==> config.mk <==
export PLATFORM = sky130hd
export DESIGN_NAME = branch_redirect_ctrl
export DESIGN_NICKNAME = d
export VERILOG_FILES = /design/src/rtl/branch_pkg.sv /design/src/rtl/branch_cond_eval.sv /design/src/rtl/branch_redirect_ctrl.sv
export SDC_FILE = /design/constraint.sdc
export NUM_CORES = 1
export LEC_CHECK = 0
export BUFFER_PORTS_ARGS = -buffer_cell sky130_fd_sc_hd__buf_2
export CORE_ASPECT_RATIO = 0.75
export CORE_MARGIN = 2
export CORE_UTILIZATION = 50
export CTS_BUF_LIST = sky130_fd_sc_hd__clkbuf_2
export DETAILED_ROUTE_END_ITERATION = 12
export PLACE_DENSITY = 0.87
export SLEW_MARGIN = 15
export SYNTH_ARGS = -nofsm -noshare
export SYNTH_HDL_FRONTEND = slang
export SYNTH_HIERARCHICAL = 1
export SYNTH_SLANG_ARGS = --single-unit
==> constraint.sdc <==
create_clock -name i_clk -period 7.6 [get_ports i_clk]
set_clock_uncertainty 0.2 [all_clocks]
set_input_delay 1.52 -clock i_clk [delete_from_list [all_inputs] [get_ports i_clk]]
set_output_delay 1.52 -clock i_clk [all_outputs]
set_load 0.03 [all_outputs]
==> src/rtl/branch_pkg.sv <==
// branch_pkg: shared branch/jump encodings and redirect FSM states
package branch_pkg;
  typedef enum logic [2:0] {
    BOP_NONE = 3'd0,
    BOP_BEQ  = 3'd1,
    BOP_BNE  = 3'd2,
    BOP_BLEZ = 3'd3,
    BOP_BGTZ = 3'd4,
    BOP_BLTZ = 3'd5,
    BOP_BGEZ = 3'd6
  } bop_e;
  typedef enum logic [1:0] {
    JUMP_NONE = 2'd0,
    JUMP_J    = 2'd1,
    JUMP_JR   = 2'd2
  } jump_e;
  typedef enum logic {
    IDLE = 1'b0,
    HOLD = 1'b1
  } rc_state_e;
endpackage

==> src/rtl/branch_cond_eval.sv <==
// branch_cond_eval: combinational branch condition, jr alignment check and target computation
module branch_cond_eval
  import branch_pkg::*;
(
  input  logic [1:0]  jump,
  input  logic [2:0]  bop,
  input  logic [31:0] rs_val,
  input  logic [31:0] rt_val,
  input  logic [31:0] pc4,
  input  logic [15:0] imm16,
  input  logic [25:0] index26,
  output logic        taken,
  output logic        addr_err,
  output logic [31:0] target
);
  logic eq, neg, zero, cond, is_j, is_jr;
  always_comb begin
    eq       = rs_val == rt_val;
    neg      = rs_val[31];
    zero     = rs_val == '0;
    is_j     = jump == JUMP_J;
    is_jr    = jump == JUMP_JR;
    cond     = bop == BOP_BEQ  ? eq :
               bop == BOP_BNE  ? ~eq :
               bop == BOP_BLEZ ? neg | zero :
               bop == BOP_BGTZ ? ~neg & ~zero :
               bop == BOP_BLTZ ? neg :
               bop == BOP_BGEZ ? ~neg : 1'b0;
    addr_err = is_jr & (rs_val[1:0] != 2'b00);
    taken    = is_j | (is_jr & ~addr_err) | (~is_j & ~is_jr & cond);
    target   = is_j  ? {pc4[31:28], index26, 2'b00} :
               is_jr ? rs_val :
                       pc4 + {{14{imm16[15]}}, imm16, 2'b00};
  end
endmodule

==> src/rtl/branch_redirect_ctrl.sv <==
// branch_redirect_ctrl: decode-stage branch resolution, fetch redirect handshake and perf counters
module branch_redirect_ctrl
  import branch_pkg::*;
#(
  parameter int DELAY_SLOT = 1,
  parameter int CNT_W      = 32
) (
  input  logic             i_clk,
  input  logic             i_rst,
  input  logic             i_dec_valid,
  input  logic [1:0]       i_jump,
  input  logic [2:0]       i_bop,
  input  logic [31:0]      i_rs_val,
  input  logic [31:0]      i_rt_val,
  input  logic [31:0]      i_pc4,
  input  logic [15:0]      i_imm16,
  input  logic [25:0]      i_index26,
  input  logic             i_opnd_hazard,
  input  logic             i_fetch_ready,
  input  logic             i_flush_x,
  output logic             o_redirect,
  output logic [31:0]      o_target,
  output logic             o_flush_f,
  output logic             o_stall_d,
  output logic             o_addr_err,
  output logic [CNT_W-1:0] o_br_cnt,
  output logic [CNT_W-1:0] o_taken_cnt,
  output logic [CNT_W-1:0] o_stall_cnt
);
  rc_state_e   state, state_n;
  logic [31:0] held_t, held_n, target;
  logic        taken, addr_err, cti, live, idle, resolve, take, redir;
  branch_cond_eval u_eval (
    .jump    (i_jump),
    .bop     (i_bop),
    .rs_val  (i_rs_val),
    .rt_val  (i_rt_val),
    .pc4     (i_pc4),
    .imm16   (i_imm16),
    .index26 (i_index26),
    .taken   (taken),
    .addr_err(addr_err),
    .target  (target)
  );
  always_comb begin
    cti         = i_dec_valid & (i_jump != 2'b00 | i_bop != 3'b000);
    live        = ~i_rst & ~i_flush_x;
    idle        = state == IDLE;
    resolve     = live & cti & ~i_opnd_hazard & idle;
    take        = resolve & taken;
    redir       = take | (live & ~idle);
    o_redirect  = redir;
    o_target    = idle ? target : held_t;
    o_stall_d   = live & ((cti & i_opnd_hazard & idle) | (take & ~i_fetch_ready) | (~idle & ~i_fetch_ready));
    o_addr_err  = resolve & addr_err;
    o_flush_f   = DELAY_SLOT == 0 ? redir & i_fetch_ready : 1'b0;
    state_n     = ~live ? IDLE :
                  idle  ? (take & ~i_fetch_ready ? HOLD : IDLE) :
                          (i_fetch_ready ? IDLE : HOLD);
    held_n      = ~live ? '0 : (idle & take & ~i_fetch_ready) ? target : held_t;
  end
  always_ff @(posedge i_clk) begin
    if (i_rst) begin
      state       <= IDLE;
      held_t      <= '0;
      o_br_cnt    <= '0;
      o_taken_cnt <= '0;
      o_stall_cnt <= '0;
    end else begin
      state       <= state_n;
      held_t      <= held_n;
      o_br_cnt    <= o_br_cnt + CNT_W'(resolve);
      o_taken_cnt <= o_taken_cnt + CNT_W'(take);
      o_stall_cnt <= o_stall_cnt + CNT_W'(o_stall_d);
    end
  end
endmodule

==> impl_metrics.toml <==
[place]
place_area_um2 = 10200
gp_congestion = 1.00
port_buffers = 279
dp_hpwl_um = 21700

[synth]
syn-num-nets = 1278
netlist_top_cells_count = "130 x nand2_1, 129 x dfxtp_1, 119 x a21oi_1, 60 x nor2_1, 56 x xor2_1"
synth_top_area_share = 0.298
ys_types = 66
synthTopCellsByArea = "dfxtp_1 30%, a21oi_1 6.9%, xor2_1 5.7%"
yosysWarnings = 6
netlist_area_um2 = 8670
syn_avg_cell_area_um2 = 7.95
postSynthCellCount = 1091
synth_most_common_cell = "nand2_1"
ys.flop_type = "dfxtp_1"
yosysSeqAreaShare = 0.298
synth-seq-cells = 129
synthArstFlopShare = 0
synth.largest_area_cell = "dfxtp_1"
synth_edf_count = 0

[route]
drtPass1Iterations = 5
ant_nets = 0
route.detailed.drc = 0
drt-total-wl_um = 28300
via_per_inst = 6.06
via_count = 9489
initialDrtViolationCount = 753
routedWlPerCell_um = 18.0

[sta]
drv_slew = 0
hold_violations = 0
grt_setup_unrepaired = "no"
max_slew_margin = 0.303
timing.fmax_mhz = 150
tightest_slew_ns = 1.04
setup_violations = 0
period_minus_slack_ns = 6.66
post-route-period-util = 0.877
fin_setup_tns_ns = 0

[clock_network]
hold_buffers = 0
h-tree-depth = 4
cts_setup_buffers = 0
worstSkewPairLatency_ns = 0.72
cts_resized = 0
cts-root-buf = "clkbuf_2"
clkSlewWorstSetupHoldPaths_ns = 0.22
cts_sinks = 129
cts_max_path_buffers = 2
cts_tree = "yes"
numCtsBuffers = 17

[pwr]
power.total_mw = 1.56
peakVddDrop_uv = 116
power_density_nw_per_um2 = 149
leakage_nw = 4.24

[layout]
drive_above_1_share = 0.276
multi_input_area_um2 = 5780
syn_to_final_growth_pct = 20.2
fill_cells = 1536
layout.area.seq_um2 = 2580
fin_nets = 1525
stdcell_area_um2 = 10400

[floorplan]
coreArea_um2 = 16900
io-pin-count = 281
num_rows = 41
die_y_um = 118
fp.dieW_um = 156
start_util = 0.514
die_area_um2 = 18400

[global_routing]
first_global_vias = 8283
grt_remaining_overflow = 0
grtUsageTotal = 0.292
grt_pass1_wl_um = 43000
grt_max_degree = 101
antenna_found_initial = 2

[critical_path]
max_stage_delay_ns = 0.43
crit_fanout = 4
crit_slowest_cell = "fa_1"
end_kind = "primary output"
crit_buf_inv = 2
worstPathArrival_ns = 4.94
startpoint = "i_pc4[2]"
path_cells = "buf_2, ha_1, fa_1, a211oi_1, o211ai_1, a21oi_1, a21oi_1, o21ai_1, o21ai_0, a31oi_1, nor4b_1, a211oi_1, mux2_2, buf_2"
cp_top_family = "compound AO/OA/AOI/OAI gates"
path_class = "in2out"
cp.required_ns = 5.88
critPathLaunchType = "primary input"
r2r_start = "state"

[flow_run]
maxCapViolCount = 0

[min_path]
hold_path.startpoint = "held_t[24]"
hp-class = "reg2reg"

[run_status]
outcome = "finished clean"
==> power by group <==
part / internal (mW) / leakage [nW] / switching (mW)
registers: 0.680 / 1.04 / 0.000846
clock network: 0.135 / 0.146 / 0.311
logic: 0.162 / 3.06 / 0.266
total: 0.977 / 4.24 / 0.578
==> layout by cell type (no fill, tap or decap), drive strengths merged, types with 3 or more instances in the layout <==
| cell | count |
|---|---|
| nand3 | 42 |
| or3 | 17 |
| o21ai | 42 |
| o21bai | 6 |
| a21oi | 119 |
| o21a | 13 |
| o31ai | 38 |
| clkinv | 4 |
| inv | 34 |
| xor2 | 56 |
| o211ai | 9 |
| ha | 37 |
| mux2i | 7 |
| nand2 | 130 |
| nor3b | 3 |
| buf | 284 |
| clkbuf | 17 |
| and2 | 6 |
| a31oi | 4 |
| nor3 | 14 |
| mux2 | 39 |
| or2 | 3 |
| xnor2 | 33 |
| or4 | 38 |
| nor2b | 15 |
| dfxtp | 129 |
| o41ai | 3 |
| and3 | 18 |
| nor2 | 60 |
| nor4 | 30 |
| a211oi | 4 |
| a21o | 14 |
| nand4 | 34 |
| and4 | 13 |
==> metal layers <==
metal  global-route usage  up-vias  wire (um)
li1                     -     4541          -
met1                0.393     4384      12300
met5                    0        -          7
met2                0.444      490      12200
met3               0.0781       72       2710
met4                0.118        2       1010
==> flip-flops by register name, indices dropped and copies added, names as in the netlist <==
register and count:
held_t 32, o_br_cnt 32, o_stall_cnt 32, o_taken_cnt 32, state 1
==> path summary, 6_finish.rpt <==
| check | end | slack, ns | depth (start not counted) |
|---|---|---|---|
| min | held_t[24] | 0.27 | 2 |
| max reg2reg | o_stall_cnt[30] | 4.07 | 9 |
| max | o_target[30] | 0.94 | 14 |
| min reg2reg | held_t[24] | 0.27 | 2 |
==> cell type report <==
type	count	area share
multi-input cells	880	0.555
flip-flops and latches	129	0.248
diodes	1	0.000240
clock inverters	15	0.0163
inverters	26	0.00937
well taps	215	0.0258
clock buffers	17	0.00817
repair buffers	284	0.138
==> logic make-up (layout without fill, tap and decap cells) <==
family          Yosys count  after routing  share of synthesized area
buf+inv                  82            342                     0.0369
mux                      46             46                     0.0587
simple gates            433            433                      0.264
compound gates          273            273                      0.197
xor+xnor                 89             89                     0.0899
fa+ha+maj                38             38                     0.0557
flops                   129            129                      0.298
other cells               1              2                   0.000433
==> worst reg2reg max path, stage by stage, from the launching register on <==
cell      delay (ns)
dfxtp_1         0.48
buf_4           0.31
nand2b_1        0.26
o32ai_1         0.39
ha_1            0.29
ha_1            0.19
and3_1          0.34
nand4_1         0.34
or4_1           0.51
a21oi_1         0.17
==> through the flow <==
step	hold slack (ns)	util	instances	worst slack [ns]
final	0.267	0.617	1567	0.937
after global routing	0.290	0.617	1567	0.625
after CTS	0.267	0.617	1566	0.998
after detailed placement	0.242	0.602	1534	1.03
after global placement	0.234	0.602	1534	1.11
after floorplan	0.228	-	1091	1.80
Power figures use the tool's default switching activity.
